## src/rtl/multiclickreg_pkg.sv

```systemverilog
// multiclickreg_pkg -- shared constants and helpers for the multiclickreg block.
//
// Event word layout (width = 1 + NCH + TW):
//   [roll_bit]              rollover marker
//   [mask_lsb +: NCH]       channel mask of accepted edges
//   [TS_LSB   +: TW]        timestamp
// Offsets depend on NCH/TW, so they are provided as constant functions that
// the top level evaluates into its own localparams.
package multiclickreg_pkg;

  localparam int TS_LSB = 0;

  function automatic int mask_lsb(input int tw);
    return TS_LSB + tw;
  endfunction

  function automatic int roll_bit(input int nch, input int tw);
    return TS_LSB + tw + nch;
  endfunction

  function automatic int word_w(input int nch, input int tw);
    return 1 + nch + tw;
  endfunction

  // Saturation value of an lw-bit lost-event counter (2^lw - 1).
  function automatic logic [63:0] lost_sat(input int lw);
    return (64'd1 << lw) - 64'd1;
  endfunction

endpackage

```

## src/rtl/multiclickreg_if.sv

```systemverilog
// multiclickreg_if -- detector inputs and host readout bus of multiclickreg.
//
// Signals:
//   channel  (NCH)        synchronized detector levels
//   operate               enables rollover marker words
//   rd                    host pops the head word when valid=1
//   ovf_clr               synchronous clear of overflow / lost_cnt
//   data     (1+NCH+TW)   head word {rollover, mask, timestamp}
//   valid                 head word present
//   overflow              sticky drop flag
//   lost_cnt (LW)         saturating dropped-word count
// Modports: slave = the multiclickreg block, master = detector/host side.
interface multiclickreg_if #(
  parameter int NCH = 4,
  parameter int TW  = 27,
  parameter int LW  = 16
);
  logic [NCH-1:0]    channel;
  logic              operate;
  logic              rd;
  logic              ovf_clr;
  logic [NCH+TW:0]   data;
  logic              valid;
  logic              overflow;
  logic [LW-1:0]     lost_cnt;

  modport slave (
    input  channel, operate, rd, ovf_clr,
    output data, valid, overflow, lost_cnt
  );

  modport master (
    output channel, operate, rd, ovf_clr,
    input  data, valid, overflow, lost_cnt
  );
endinterface

```

## src/rtl/multiclickreg_tag_fifo.sv

```systemverilog
// tag_fifo -- synchronous FIFO with a registered first-word fall-through head.
//
// Ports:
//   clk, clear  clock and asynchronous active-high reset
//   push, din   write request and word; ignored when full unless popping
//   pop         read request; ignored while the head is not valid
//   full        DEPTH words stored
//   empty       no valid head word presented to the reader
//   head        registered head word, meaningful while empty=0
//
// A word written on edge N becomes visible on head after edge N+1. The head
// register is reloaded every cycle from the post-pop read pointer, so it stays
// stable while nothing is popped.
module tag_fifo #(
  parameter int W     = 8,
  parameter int DEPTH = 16
) (
  input  logic         clk,
  input  logic         clear,
  input  logic         push,
  input  logic [W-1:0] din,
  input  logic         pop,
  output logic         full,
  output logic         empty,
  output logic [W-1:0] head
);
  localparam int AW = $clog2(DEPTH);
  localparam logic [AW:0] PTR_ONE = 1;

  logic [W-1:0] mem [DEPTH];
  logic [AW:0]  wptr;
  logic [AW:0]  rptr;
  logic [AW:0]  rptr_nxt;
  logic         head_vld;
  logic         do_pop;
  logic         do_push;

  assign do_pop   = pop & head_vld;
  assign do_push  = push & (~full | do_pop);
  assign rptr_nxt = rptr + {{AW{1'b0}}, do_pop};
  // Pointers carry one extra wrap bit: equal indices with differing wrap
  // bits means every slot is occupied.
  assign full     = (wptr[AW] != rptr[AW]) && (wptr[AW-1:0] == rptr[AW-1:0]);
  assign empty    = ~head_vld;

  always_ff @(posedge clk) begin
    if (do_push) mem[wptr[AW-1:0]] <= din;
  end

  always_ff @(posedge clk or posedge clear) begin
    if (clear) begin
      wptr     <= '0;
      rptr     <= '0;
      head_vld <= 1'b0;
      head     <= '0;
    end else begin
      if (do_push) wptr <= wptr + PTR_ONE;
      rptr <= rptr_nxt;
      // Compare against the pre-edge write pointer: a word written on this
      // edge is not readable until the next one.
      head_vld <= (wptr != rptr_nxt);
      if (wptr != rptr_nxt) head <= mem[rptr_nxt[AW-1:0]];
    end
  end

endmodule

```

## src/rtl/multiclickreg.sv

```systemverilog
// multiclickreg -- multichannel pulse registration and time stamping.
//
// Rising edges on the NCH synchronized channel inputs are stamped with a
// free-running TW-bit timer and packed, together with an optional timer
// rollover marker, into one event word per cycle. Words are queued in a
// DEPTH-word FIFO and drained by the host through valid/rd.
//
// Ports:
//   clk    sole clock
//   clear  asynchronous active-high reset; discards every queued word
//   bus    multiclickreg_if.slave: channel, operate, rd, ovf_clr in;
//          data, valid, overflow, lost_cnt out
//
// Build option: define MULTICLICKREG_HOLDOFF_EN to give every channel a
// holdoff counter that ignores edges for HOLDOFF cycles after an accepted
// edge. Without it every rising edge is registered and HOLDOFF is unused.
module multiclickreg
  import multiclickreg_pkg::*;
#(
  parameter int NCH     = 4,
  parameter int TW      = 27,
  parameter int DEPTH   = 16,
  parameter int HOLDOFF = 3,
  parameter int LW      = 16
) (
  input  logic            clk,
  input  logic            clear,
  multiclickreg_if.slave  bus
);
  localparam int WW       = word_w(NCH, TW);
  localparam int ROLL_BIT = roll_bit(NCH, TW);
  localparam int MASK_LSB = mask_lsb(TW);
  localparam logic [LW-1:0] LOST_MAX = LW'(lost_sat(LW));

  if (NCH < 1 || NCH > 8 || HOLDOFF < 0 || HOLDOFF > 255 ||
      DEPTH < 4 || (DEPTH & (DEPTH - 1)) != 0) begin : g_bad_param
    $error("multiclickreg: parameter out of range");
  end

  logic [TW-1:0]  timer;
  logic [NCH-1:0] prev;
  logic [NCH-1:0] edge_det;
  logic [NCH-1:0] accept;
  logic           mk;
  logic [WW-1:0]  word_p0;
  logic           vld_p0;
  logic [WW-1:0]  word_p1;
  logic           vld_p1;
  logic           full;
  logic           empty;
  logic           pop;
  logic           drop;
  logic [WW-1:0]  head;
  logic           ovf;
  logic [LW-1:0]  lost;

  assign edge_det = bus.channel & ~prev;
  assign mk       = bus.operate & (timer == '0);

`ifdef MULTICLICKREG_HOLDOFF_EN
  localparam logic [7:0] HOLD_INIT = 8'(HOLDOFF);
  logic [7:0] hold [NCH];

  always_comb begin
    accept = '0;
    for (int i = 0; i < NCH; i++) accept[i] = edge_det[i] & (hold[i] == 8'd0);
  end

  always_ff @(posedge clk or posedge clear) begin
    if (clear) begin
      for (int i = 0; i < NCH; i++) hold[i] <= 8'd0;
    end else begin
      for (int i = 0; i < NCH; i++) begin
        if (accept[i])           hold[i] <= HOLD_INIT;
        else if (hold[i] != 8'd0) hold[i] <= hold[i] - 8'd1;
      end
    end
  end
`else
  assign accept = edge_det;
`endif

  // ---- p0: word formation from this cycle's edges, marker and timer ----
  always_comb begin
    word_p0                   = '0;
    word_p0[ROLL_BIT]         = mk;
    word_p0[MASK_LSB +: NCH]  = accept;
    word_p0[TS_LSB +: TW]     = timer;
  end
  assign vld_p0 = mk | (|accept);

  // prev resets to ones so a channel already high at release is not an edge.
  always_ff @(posedge clk or posedge clear) begin
    if (clear) begin
      timer  <= '0;
      prev   <= '1;
      vld_p1 <= 1'b0;
    end else begin
      timer  <= timer + TW'(1);
      prev   <= bus.channel;
      vld_p1 <= vld_p0;
    end
  end

  always_ff @(posedge clk) begin
    word_p1 <= word_p0;
  end

  // ---- p1: push into the FIFO, or drop and account ----
  assign pop  = bus.rd & ~empty;
  assign drop = vld_p1 & full & ~pop;

  tag_fifo #(
    .W     (WW),
    .DEPTH (DEPTH)
  ) u_fifo (
    .clk   (clk),
    .clear (clear),
    .push  (vld_p1),
    .din   (word_p1),
    .pop   (bus.rd),
    .full  (full),
    .empty (empty),
    .head  (head)
  );

  // A drop coinciding with ovf_clr restarts the count at one.
  always_ff @(posedge clk or posedge clear) begin
    if (clear) begin
      ovf  <= 1'b0;
      lost <= '0;
    end else if (drop) begin
      ovf  <= 1'b1;
      if (bus.ovf_clr)          lost <= LW'(1);
      else if (lost != LOST_MAX) lost <= lost + LW'(1);
    end else if (bus.ovf_clr) begin
      ovf  <= 1'b0;
      lost <= '0;
    end
  end

  // ---- p2: registered head presented to the host ----
  assign bus.data     = head;
  assign bus.valid    = ~empty;
  assign bus.overflow = ovf;
  assign bus.lost_cnt = lost;

endmodule

```

## src/flat_wrapper.sv

```systemverilog
// flat-port wrapper written by rule: the top's interface ports become plain ports
module multiclickreg_flat import multiclickreg_pkg::*;
#(
  parameter int NCH     = 4,
  parameter int TW      = 27,
  parameter int DEPTH   = 16,
  parameter int HOLDOFF = 3,
  parameter int LW      = 16
)
  (clk, clear, bus_channel, bus_operate, bus_rd, bus_ovf_clr, bus_data, bus_valid, bus_overflow, bus_lost_cnt);
  multiclickreg_if #(.NCH(NCH), .TW(TW), .LW(LW)) bus_i ();
  input  logic clk;
  input  logic clear;
  input wire logic [$bits(bus_i.channel)-1:0] bus_channel;
  input wire logic [$bits(bus_i.operate)-1:0] bus_operate;
  input wire logic [$bits(bus_i.rd)-1:0] bus_rd;
  input wire logic [$bits(bus_i.ovf_clr)-1:0] bus_ovf_clr;
  output wire logic [$bits(bus_i.data)-1:0] bus_data;
  output wire logic [$bits(bus_i.valid)-1:0] bus_valid;
  output wire logic [$bits(bus_i.overflow)-1:0] bus_overflow;
  output wire logic [$bits(bus_i.lost_cnt)-1:0] bus_lost_cnt;
  assign bus_i.channel = bus_channel;
  assign bus_i.operate = bus_operate;
  assign bus_i.rd = bus_rd;
  assign bus_i.ovf_clr = bus_ovf_clr;
  assign bus_data = bus_i.data;
  assign bus_valid = bus_i.valid;
  assign bus_overflow = bus_i.overflow;
  assign bus_lost_cnt = bus_i.lost_cnt;
  multiclickreg #(.NCH(NCH), .TW(TW), .DEPTH(DEPTH), .HOLDOFF(HOLDOFF), .LW(LW)) u_core (.clk(clk), .clear(clear), .bus(bus_i));
endmodule
```

## config.mk

```make
export PLATFORM = sky130hd
export DESIGN_NAME = multiclickreg_flat
export DESIGN_NICKNAME = d
export VERILOG_FILES = /design/src/rtl/multiclickreg_pkg.sv /design/src/rtl/multiclickreg_if.sv /design/src/rtl/multiclickreg_tag_fifo.sv /design/src/rtl/multiclickreg.sv /design/src/flat_wrapper.sv
export SDC_FILE = /design/constraint.sdc
export NUM_CORES = 1
export LEC_CHECK = 0
export CORE_MARGIN = 4
export CORE_UTILIZATION = 61
export DETAILED_ROUTE_END_ITERATION = 6
export PLACE_DENSITY = 0.82
export SLEW_MARGIN = 20
export SYNTH_ARGS = -nofsm -noshare
export SYNTH_HDL_FRONTEND = slang
export SYNTH_SLANG_ARGS = --single-unit
```

## constraint.sdc

```tcl
create_clock -name clk -period 5.15 [get_ports clk]
set_input_delay 1.2875 -clock clk [delete_from_list [all_inputs] [get_ports clk]]
set_output_delay 1.2875 -clock clk [all_outputs]
set_load 0.02 [all_outputs]
```

# == Word level (Yosys, flattened, before mapping) ==
# Memories as Yosys holds them, arrays and structs flattened. A register that Yosys moved wholly into a read port is not among the register bits.
# Cells that the tools add are included.
# Widths: inputs -> output; s select.
# totals
in_bits,9
romBits,0
wordCells,43
out_inout_bits,50
memories,1
latch_bits,0
regBits,92
mem_bits_rw,512
# op_classes
n_eq_ne,4
muxes,8
addsub,4
reduce_logical,6
multipliers,0
bitwise,11
div,0
shifts,0
magnitude_cmp,0
# mem_list
name,words,word_bits,read_ports,rd_clocked_by_memory_dff,write_ports,line,rtl
u_core.u_fifo.mem,16,32,1,1,1,multiclickreg_tag_fifo.sv:30,logic [W-1:0] mem [DEPTH];
# op_table
op,count
$mux 16,4
$add 27x1->27 const B,1
$logic_not 27->1,1
$add 16x1->16 const B,1
$ne 16x16->1 const B,1
$add 5x1->5,1
$add 5x1->5 const B,1
$and 1x1->1,5
$ne 5x5->1,1
$and 4x4->4,1
$eq 4x4->1,1
$mux 1,4
$not 4->4,1
$reduce_bool 2->1,2
$reduce_or 4->1,1
$not 1->1,2
$or 1x1->1,2
$reduce_and 2->1,1
$logic_and 1x1->1,1
$ne 1x1->1,1

# == Logic depth before layout (Yosys ltp) ==
# Gate-level depths: netlist of the first run.
# logic_depth
depth_word,7
ltp_mapped,10
depth_no_buf,8

# == Modules after synthesis ==
# Synthesis of the first run repeated with hierarchy kept, for this count alone.
# unflattened
cells_unflattened,1177
area_unflattened_um2,24503.5
# by_module_without_submodules
module,instances,cells_each,area_each_um2,seq_area_each_um2
tag_fifo,1,919,21476.8,16450.8
multiclickreg,1,258,3026.7,1871.8

# == Least setup slack after synthesis of the first run ==
# OpenSTA, ideal clock, no wires.
# synth_path
path_type,input port to flip-flop
start,input bus_rd
end,"memory u_core.u_fifo.mem[3][0] (netlist bit), enable pin"
required_ns,4.689
slack_ns,0.387
cell_stages,5
arrival_time_ns,4.302
n_path_buf,0
setup_time_ns,0.461
cell_sequence,and2_1 > nor2_1 > a21boi_1 > nand2_1 > nor3_1
# synth_via
elab_chain_len,5
# synth_rtl
item,line,rtl
from (decl),flat_wrapper.sv:16,input wire logic [$bits(bus_i.rd)-1:0] bus_rd;
$and 1x1->1,multiclickreg_tag_fifo.sv:38,assign do_pop = pop & head_vld;
$or 1x1->1,multiclickreg_tag_fifo.sv:39,assign do_push = push & (~full | do_pop);
$and 1x1->1,multiclickreg_tag_fifo.sv:39,
$mux 1,multiclickreg_tag_fifo.sv:47,if (do_push) mem[wptr[AW-1:0]] <= din;
$mux 1 (not written as such),multiclickreg_tag_fifo.sv:47,
to (decl),multiclickreg_tag_fifo.sv:30,
# Every way passes these cells.

# == Worst setup path in the final report of the first run ==
# layout_path
start,input bus_rd
end,"register u_core.u_fifo.head[22], read port of u_core.u_fifo.mem"
# layout_via
elab_chain_len,3
# layout_rtl
item,line,rtl
$and 1x1->1 (*),multiclickreg_tag_fifo.sv:38,
$add 5x1->5 (*),multiclickreg_tag_fifo.sv:40,"assign rptr_nxt = rptr + {{AW{1'b0}}, do_pop};"
$ne 5x5->1,multiclickreg_tag_fifo.sv:62,if (wptr != rptr_nxt) head <= mem[rptr_nxt[AW-1:0]];
to (decl),multiclickreg_tag_fifo.sv:25,output logic [W-1:0] head
# Mark *: on every way between the ends. The rest lies on a longest branch, timed or not.
# A chain may end at the register's enable or synchronous reset.

==> results by stage, run 1 <==
Run status:
- The run finished with clean final reports.

STA:
- The final setup violation count is 0.
- The number of slew-limit violations in the final report was 0.
- The final-report hold violation count was 0.
- Summed over all failing endpoints, the final setup total negative slack is 0 ns.
- The share of the cycle needed by the critical path after routing is 71.3%.
- Setup repair after global routing left no endpoint under its margin.
- Measured against its own limit, the worst slew margin works out to 34.5%.
- For this run, the top clock speed supported by timing is 272 MHz.
- The shortest clock period the worst path allows after layout is 3.67 ns.
- Across the routed clock network, the largest skew measured is 0.0162 ns.
- The slew at the pin closest to its max-slew limit is 0.974 ns.

Place:
- Once detailed placement completed, the half-perimeter wirelength came to 26.0 mm.
- After detailed placement, the total cell area comes to 25700 um^2.
- The post-placement cell count is 1762.
- In this run the tool buffered the top-level ports with 58 buffer cells.
- The routability congestion estimate from global placement is 0.785.

Clock tree:
- Buffers added to address setup during post-CTS repair amount to 0.
- CTS built an H-tree with a depth of 2.
- The clock sink count is 636.
- The TritonCTS buffer count is 60.
- The clock insertion delay at the later pin of the skew report is 0.61 ns.
- Counting along the longest clock path gives a buffer depth of 3.
- The CTS tree is yes.
- The root cell of the clock tree is sky130_fd_sc_hd__clkbuf_16.
- The post-CTS resize count is 0.
- After clock tree synthesis, the clock-pin slew on the worst setup and hold paths is 0.06 ns.
- The number of hold buffers added after CTS was 0.

Critical path:
- The signal on the critical path passes through clkdlybuf4s50_1 -> and2_1 -> ha_4 -> ha_4 -> xor2_4 -> xor2_1 -> nor3_1 -> nand3_2 -> buf_4 -> mux2_1.
- The maximum fanout encountered on the critical timing path is 21.
- On the critical path, the stage with the largest delay is an instance of sky130_fd_sc_hd__buf_4.
- STA classifies the critical path startpoint as a primary input.
- The critical path in this run is classified as primary input to register.
- In this design, the critical path's most frequently occurring cell is sky130_fd_sc_hd__ha_4.
- The critical path data arrival time is 4.15 ns.
- The endpoint kind of the worst setup timing path is a register.
- The delay of the slowest cell on the worst path is 0.46 ns.
- Together, buffers and inverters on the worst path number 2.
- The data required time of the critical path is 5.63 ns.
- The cell type group with the largest total delay on the critical path is simple AND/OR/NAND/NOR gates.

Final layout:
- The area growth from synthesis to layout is 14.7%.
- The core utilization of the finished layout is 71.3%.
- For this run, the post-layout net count is 1324.
- After routing the design area is 27800 um^2.
- The share of layout cells above drive strength 1 is 21.6%.
- The final cell count without fillers is 1875.
- The repair_antennas step left the layout with diodes totalling 0.

Floorplan:
- The effective utilization at floorplan is 62.2%.
- The height of the die is 207 um.
- The number of core rows is 72.
- The floorplan step defined a core boundary enclosing 39000 um^2.
- The die width is 207 um.
- In this run the count of I/O pins placed on the die edge is 59.
- The floorplan step defined a die boundary enclosing 43000 um^2.

Yosys:
- The post-synthesis instance total is 1213.
- The async set-reset flop share out of synthesis is 14.5%.
- In this run, synthesis inferred 512 flip-flops with an integrated enable.
- Summing every instance area after synthesis gives 24300 um^2.
- The number of synthesized register bits is 636.
- The average instance area after synthesis is 20.0 um^2.
- Summed over all instances, the cell type with the most area after synthesis is sky130_fd_sc_hd__edfxtp_1.
- The number of synthesis warnings is 0.
- After synthesis, the most frequently instantiated cells are sky130_fd_sc_hd__edfxtp_1, sky130_fd_sc_hd__mux4_2, sky130_fd_sc_hd__dfrtp_1.
- When the netlist entered floorplanning its net count stood at 1231.
- The area share of the leading cell type in the synthesized netlist is 63.4%.
- The most common cell in the synthesized netlist is sky130_fd_sc_hd__edfxtp_1.
- Ranked by total cell area, the synthesized netlist is headed by sky130_fd_sc_hd__edfxtp_1, sky130_fd_sc_hd__mux4_2, sky130_fd_sc_hd__dfrtp_1, sky130_fd_sc_hd__dfxtp_1, sky130_fd_sc_hd__mux2i_1.
- The part of the Yosys area used for sequential elements is 75.5%.
- In the synthesized netlist the dominant register cell turns out to be sky130_fd_sc_hd__edfxtp_1.
- Synthesis instantiated 45 different standard cells from the library.

Pwr:
- The worst-case IR drop observed on VDD is 766 uV.
- The total power divided by cell area is 611 nW/um^2.
- The leakage power is 9.10 nW.
- The overall power consumption is 17.0 mW.

Route:
- The total length of routed wires is 51.2 mm.
- The detailed-router iteration count before antenna repair is 5.
- In the routed layout, each cell is associated on average with a via count of 6.42.
- For this run, design rule violations remaining after detail routing come to 0.
- The routed length per instance is 27.3 um.
- Detailed routing inserted a total of 12035 vias.
- The count of nets left with antenna violations once routing finished came out at 0.
- The violation count after the first detailed-routing iteration is 1311.

Global route:
- The largest net degree at the start of global routing is 98.
- The number of global-route vias before repair was 12454.
- The remaining global-route overflow is 0.
- The initial antenna violation count is 0.
- The wire length of the first global-routing pass is 78.5 mm.
- Global routing used 24.0% of the available tracks.

Run:
- The number of maximum-capacitance violations is 0.

Hold path:
- In this run the worst hold path is classified as register to register.
-- sequential cells by signal (all words and copies together) (netlist names) --
| signal | flops |
|---|---|
| u_core.u_fifo.mem | 512 |
| u_core.u_fifo.head | 32 |
| u_core.word_p1 | 32 |
| u_core.timer | 27 |
| u_core.bus.lost_cnt | 16 |
| u_core.u_fifo.rptr | 5 |
| u_core.u_fifo.wptr | 5 |
| u_core.prev | 4 |
| u_core.bus.overflow | 1 |
| u_core.u_fifo.head_vld | 1 |
| u_core.vld_p1 | 1 |
-- report_power, final --
part | internal (mW) | switching, mW
combinational | 2.73 | 3.05
sequential | 6.33 | 0.321
clock | 2.70 | 1.86
total | 11.8 | 5.24
-- cell families (layout without fill, tap and decap cells) --
group / count (synthesis) / count (layout) / share of synthesized area (%)
flip-flops: 636 / 636 / 75.5
multiplexers: 194 / 194 / 14.8
AND/OR/NAND/NOR: 171 / 171 / 3.93
AO/OA/AOI/OAI: 93 / 93 / 2.43
buffers and inverters: 68 / 212 / 1.32
XOR/XNOR: 42 / 42 / 1.55
adder cells (fa/ha/maj): 9 / 9 / 0.464
-- worst register-to-register path, delay by kind of cell, from the launching register on --
kind | cells | cell delay [ns]
and+or+nand+nor | 3 | 0.97
DFF | 1 | 0.67
AOI/OAI and AO/OA | 1 | 0.54
buffers and inverters | 1 | 0.40
xor gates and xnor gates | 1 | 0.29
-- cell type report --
class	count	area, um^2
multi-input cells	509	5780
repair buffers	88	943
flip-flops and latches	636	18300
clock inverters	28	280
well taps	518	648
fillers	2193	11200
clock buffers	85	1810
inverters	11	43.8
-- per-stage QoR --
stage                     setup slack [ns]  hold WS, ns
final                                 1.48        0.456
after global routing                  1.36        0.462
after CTS                             1.46        0.461
after detailed placement             0.883        0.426
after global placement               0.921        0.401
after floorplan                      0.387        0.368
-- final timing paths --
check                                       from                         to  slack, ns  cells past startpoint
max                                       bus_rd     u_core.u_fifo.head[22]       1.48                     10
min                             u_core.timer[14]         u_core.word_p1[14]       0.46                      0
max reg2reg                u_core.u_fifo.wptr[2]  u_core.u_fifo.mem[11][20]       1.94                      6
min reg2reg                     u_core.timer[14]         u_core.word_p1[14]       0.46                      0
max in group asynchronous                  clear     u_core.u_fifo.head[22]       3.12                      3
min in group asynchronous                  clear      u_core.u_fifo.head[7]       1.13                      2
-- layer usage --
layer | track usage [%] | vias to the layer above | routed length (um)
met5 | 0 | - | 0
met4 | 6.93 | 0 | 1260
met3 | 3.17 | 74 | 3000
met2 | 40.3 | 500 | 26300
met1 | 34.0 | 6386 | 20600
li1 | - | 5075 | -
-- cells in the final DEF (no fill, tap or decap), types with 32 or more instances in the layout --
master                            synthesis  routed
sky130_fd_sc_hd__mux4_2                 128     128
sky130_fd_sc_hd__dfxtp_1                 32      32
sky130_fd_sc_hd__mux2i_1                 32      32
sky130_fd_sc_hd__nor2b_1                 38      38
sky130_fd_sc_hd__clkdlybuf4s50_1          0      58
sky130_fd_sc_hd__a21oi_1                 42      42
sky130_fd_sc_hd__edfxtp_1               512     512
sky130_fd_sc_hd__a211oi_1                32      32
sky130_fd_sc_hd__dfrtp_1                 88      88
sky130_fd_sc_hd__clkbuf_16                0      66
(Power assumes the default switching activity.)
==> run 2: changes to the inputs <==
- CORE_UTILIZATION: 61 -> 55
- PLACE_DENSITY: 0.82 -> 0.78
- clock period: 5.15 -> 3.3 ns (I/O delays scaled with it)
==> run 2 against run 1 <==
Clock-buffer cell count fell by 5. Wire length rose by 0.47%. Critical path type unchanged. Sequential cell count did not move.
==> results by stage, run 2 (synthesis gave the netlist of run 1 again) <==
Global route:
- The routing usage on met3 is 3.55% (+0.38 points).
- The met1 usage in global routing was 30.4% (-3.6 points).
- The number of global-route vias before repair is 12814 (+2.9%).
- The initial antenna violation count came to 0 (unchanged).
- The met2 usage is 37.8% (-2.5 points).
- The remaining global-route overflow is 0 (unchanged).
- The overall routing resource usage is 22.2% (-1.8 points).
- In this run the most used layer during global routing was met2.
- The wire length of the first global-routing pass came to 79.0 mm (+0.71%).
- The largest net degree at the start of global routing is 52 (-47%).

Clock tree:
- The clock transition at the register clock pins on the worst setup and hold paths after CTS came to 0.06 ns (about the same).
- The clock insertion delay at the later pin of the skew report was 0.61 ns (about the same).
- The deepest clock path buffer count is 3 (unchanged).
- The TritonCTS buffer count is 58 (-3.3%).
- The CTS tree is yes.
- The H-tree level count is 2 (unchanged).
- The clock sink count is 636 (unchanged).
- The number of hold buffers added after CTS is 0 (unchanged).
- The buffers inserted during post-CTS setup optimization was 0 (unchanged).
- The root cell of the clock tree is sky130_fd_sc_hd__clkbuf_16.
- The post-CTS resize count was 0 (unchanged).

Place:
- The cell area after placement was 26800 um^2 (+3.9%).
- The number of port buffers is 58 (unchanged).
- The final HPWL from detailed placement came to 29.6 mm (+14%).
- The routability congestion estimate from global placement is 0.820 (+4.4%).

Floorplan:
- The effective utilization at floorplan was 55.9% (-6.2 points).
- The full die area is 47500 um^2 (+10%).
- The number of primary I/O pins is 59 (unchanged).
- The die width was 218 um (+5.1%).
- The height of the die is 218 um (+5.1%).
- The number of core rows is 76 (+5.6%).
- The floorplan core area came to 43400 um^2 (+11%).

STA:
- The number of slew-limit violations in the final report was 0 (unchanged).
- The worst hold-check slack is 0.413 ns (-0.0422 ns).
- The share of the cycle needed by the critical path after routing is 92.6%.
- The shortest clock period the worst path allows after layout is 3.06 ns.
- Setup repair after global routing left no endpoint under its margin.
- The worst clock skew is 0.0183 ns (+0.00204 ns).
- Derived from the worst setup path, the maximum achievable clock frequency is 327 MHz.
- The slew at the pin closest to its max-slew limit is 0.741 ns (-0.233 ns).
- The worst relative slew slack came to 50.4% (+16 points).
- The final-report hold violation count was 0 (unchanged).
- The sum of negative setup slack is 0 ns (unchanged).
- The final setup violation count is 0 (unchanged).

Route:
- The violation count after the first detailed-routing iteration was 1464 (+12%).
- The routed length per instance is 25.6 um (-6.2%).
- The total length of routed wires is 51.5 mm (+0.47%).
- The via count normalized by instance count is 6.03 (-6.0%).
- The remaining routing DRC violations is 0 (unchanged).
- The total vias in the final route is 12118 (+0.69%).
- The detailed-router iteration count before antenna repair came to 5 (unchanged).
- The residual antenna-violating net count after detailed routing is 0 (unchanged).

Critical path:
- The setup slack of the most critical reg-to-reg path is 0.53 ns (-1.41 ns).
- The worst setup path is captured at a register.
- The depth of the worst register-to-register path was 8 (+2).
- The critical path start-end classification is primary input to register.
- The kind of start point of the critical path is a primary input.
- The critical path data arrival time is 3.52 ns (-0.63 ns).
- The maximum fanout encountered on the critical timing path came to 24 (+14%).
- The data required time of the critical path is 3.77 ns (-1.86 ns).

Final layout:
- The most frequent standard cell in the layout excluding fill and tap cells is sky130_fd_sc_hd__edfxtp_1.
- The share of layout cells above drive strength 1 is 24.9% (+3.4 points).
- The count of inserted antenna diode cells came to 0 (unchanged).
- The library cells used most frequently in the layout, excluding fill and tap cells, are sky130_fd_sc_hd__edfxtp_1, sky130_fd_sc_hd__mux4_2, sky130_fd_sc_hd__dfrtp_1.
- The flip-flop count of the largest register, all copies and words added is 512 (unchanged).
- The final-stage net count was 1391 (+5.1%).
- The area of combinational cells with multiple inputs is 5800 um^2 (+0.43%).
- The total area of sequential cells is 18300 um^2 (unchanged).
- The final instance area is 28700 um^2 (+3.3%).
- The number of fill cells in the layout is 2769 (+26%).
- The area growth from synthesis to layout is 18.4%.

Pwr:
- The leakage power came to 9.47 nW (+4.1%).
- The total power divided by cell area was 954 nW/um^2 (+56%).
- The overall power consumption is 27.4 mW (+61%).
- The peak ir drop on the vdd network is 843 uV (+10%).

Run status:
- The run finished with clean final reports.

Hold path:
- The type of the worst min-delay path is register to register.
- The cell count of the worst hold path was 0 (unchanged).

Run:
- The number of maximum-capacitance violations came to 0 (unchanged).
==> run 2: path summary, 6_finish.rpt <==
check | startpoint | to
worst max-delay path | bus_rd | u_core.u_fifo.head[15]
worst min-delay path | u_core.timer[7] | u_core.word_p1[7]
min in group asynchronous | clear | u_core.u_fifo.head[1]
worst min register to register | u_core.timer[7] | u_core.word_p1[7]
max in group asynchronous | clear | u_core.prev[3]
worst max register to register | u_core.u_fifo.head_vld | u_core.u_fifo.head[15]
==> run 2: cell type report <==
cell class,count,share of cell area (%)
Clock inverter,30,1.13
Sequential cell,636,63.8
Tap cell,585,2.55
Timing Repair Buffer,157,6.44
Multi-Input combinational cell,509,20.2
Clock buffer,80,5.77
Inverter,11,0.152
==> run 2: through the flow <==
| step | std cells | worst slack, ns | util, % |
|---|---|---|---|
| CTS | 2008 | 0.276 | 66.3 |
| finish | 2008 | 0.244 | 66.3 |
| global route | 2008 | 0.157 | 66.3 |
| detailed placement | 1898 | -0.349 | 61.7 |
| global placement | 1898 | -0.279 | 61.7 |
| floorplan | 1213 | -0.147 | - |
==> run 2: report_power, final <==
group | internal, mW | leakage (nW) | switching (mW)
Clock | 4.00 | 0.956 | 2.89
Sequential | 9.86 | 5.90 | 0.466
Combinational | 5.16 | 2.62 | 5.04
==> run 2: critical path, stage by stage <==
cell and delay (ns):
sky130_fd_sc_hd__clkdlybuf4s50_1 0.40, sky130_fd_sc_hd__and2_1 0.23, sky130_fd_sc_hd__ha_4 0.38, sky130_fd_sc_hd__buf_12 0.24, sky130_fd_sc_hd__mux4_2 0.52, sky130_fd_sc_hd__nor2b_1 0.15
sky130_fd_sc_hd__a211oi_1 0.33, sky130_fd_sc_hd__a21oi_1 0.10, sky130_fd_sc_hd__mux2_1 0.32
==> run 2: per-layer routing <==
metal | wire [um] | part of all wire, %
met1 | 20800 | 41
met2 | 26500 | 52
met3 | 2980 | 5.8
met4 | 1090 | 2.1
met5 | 0 | 0
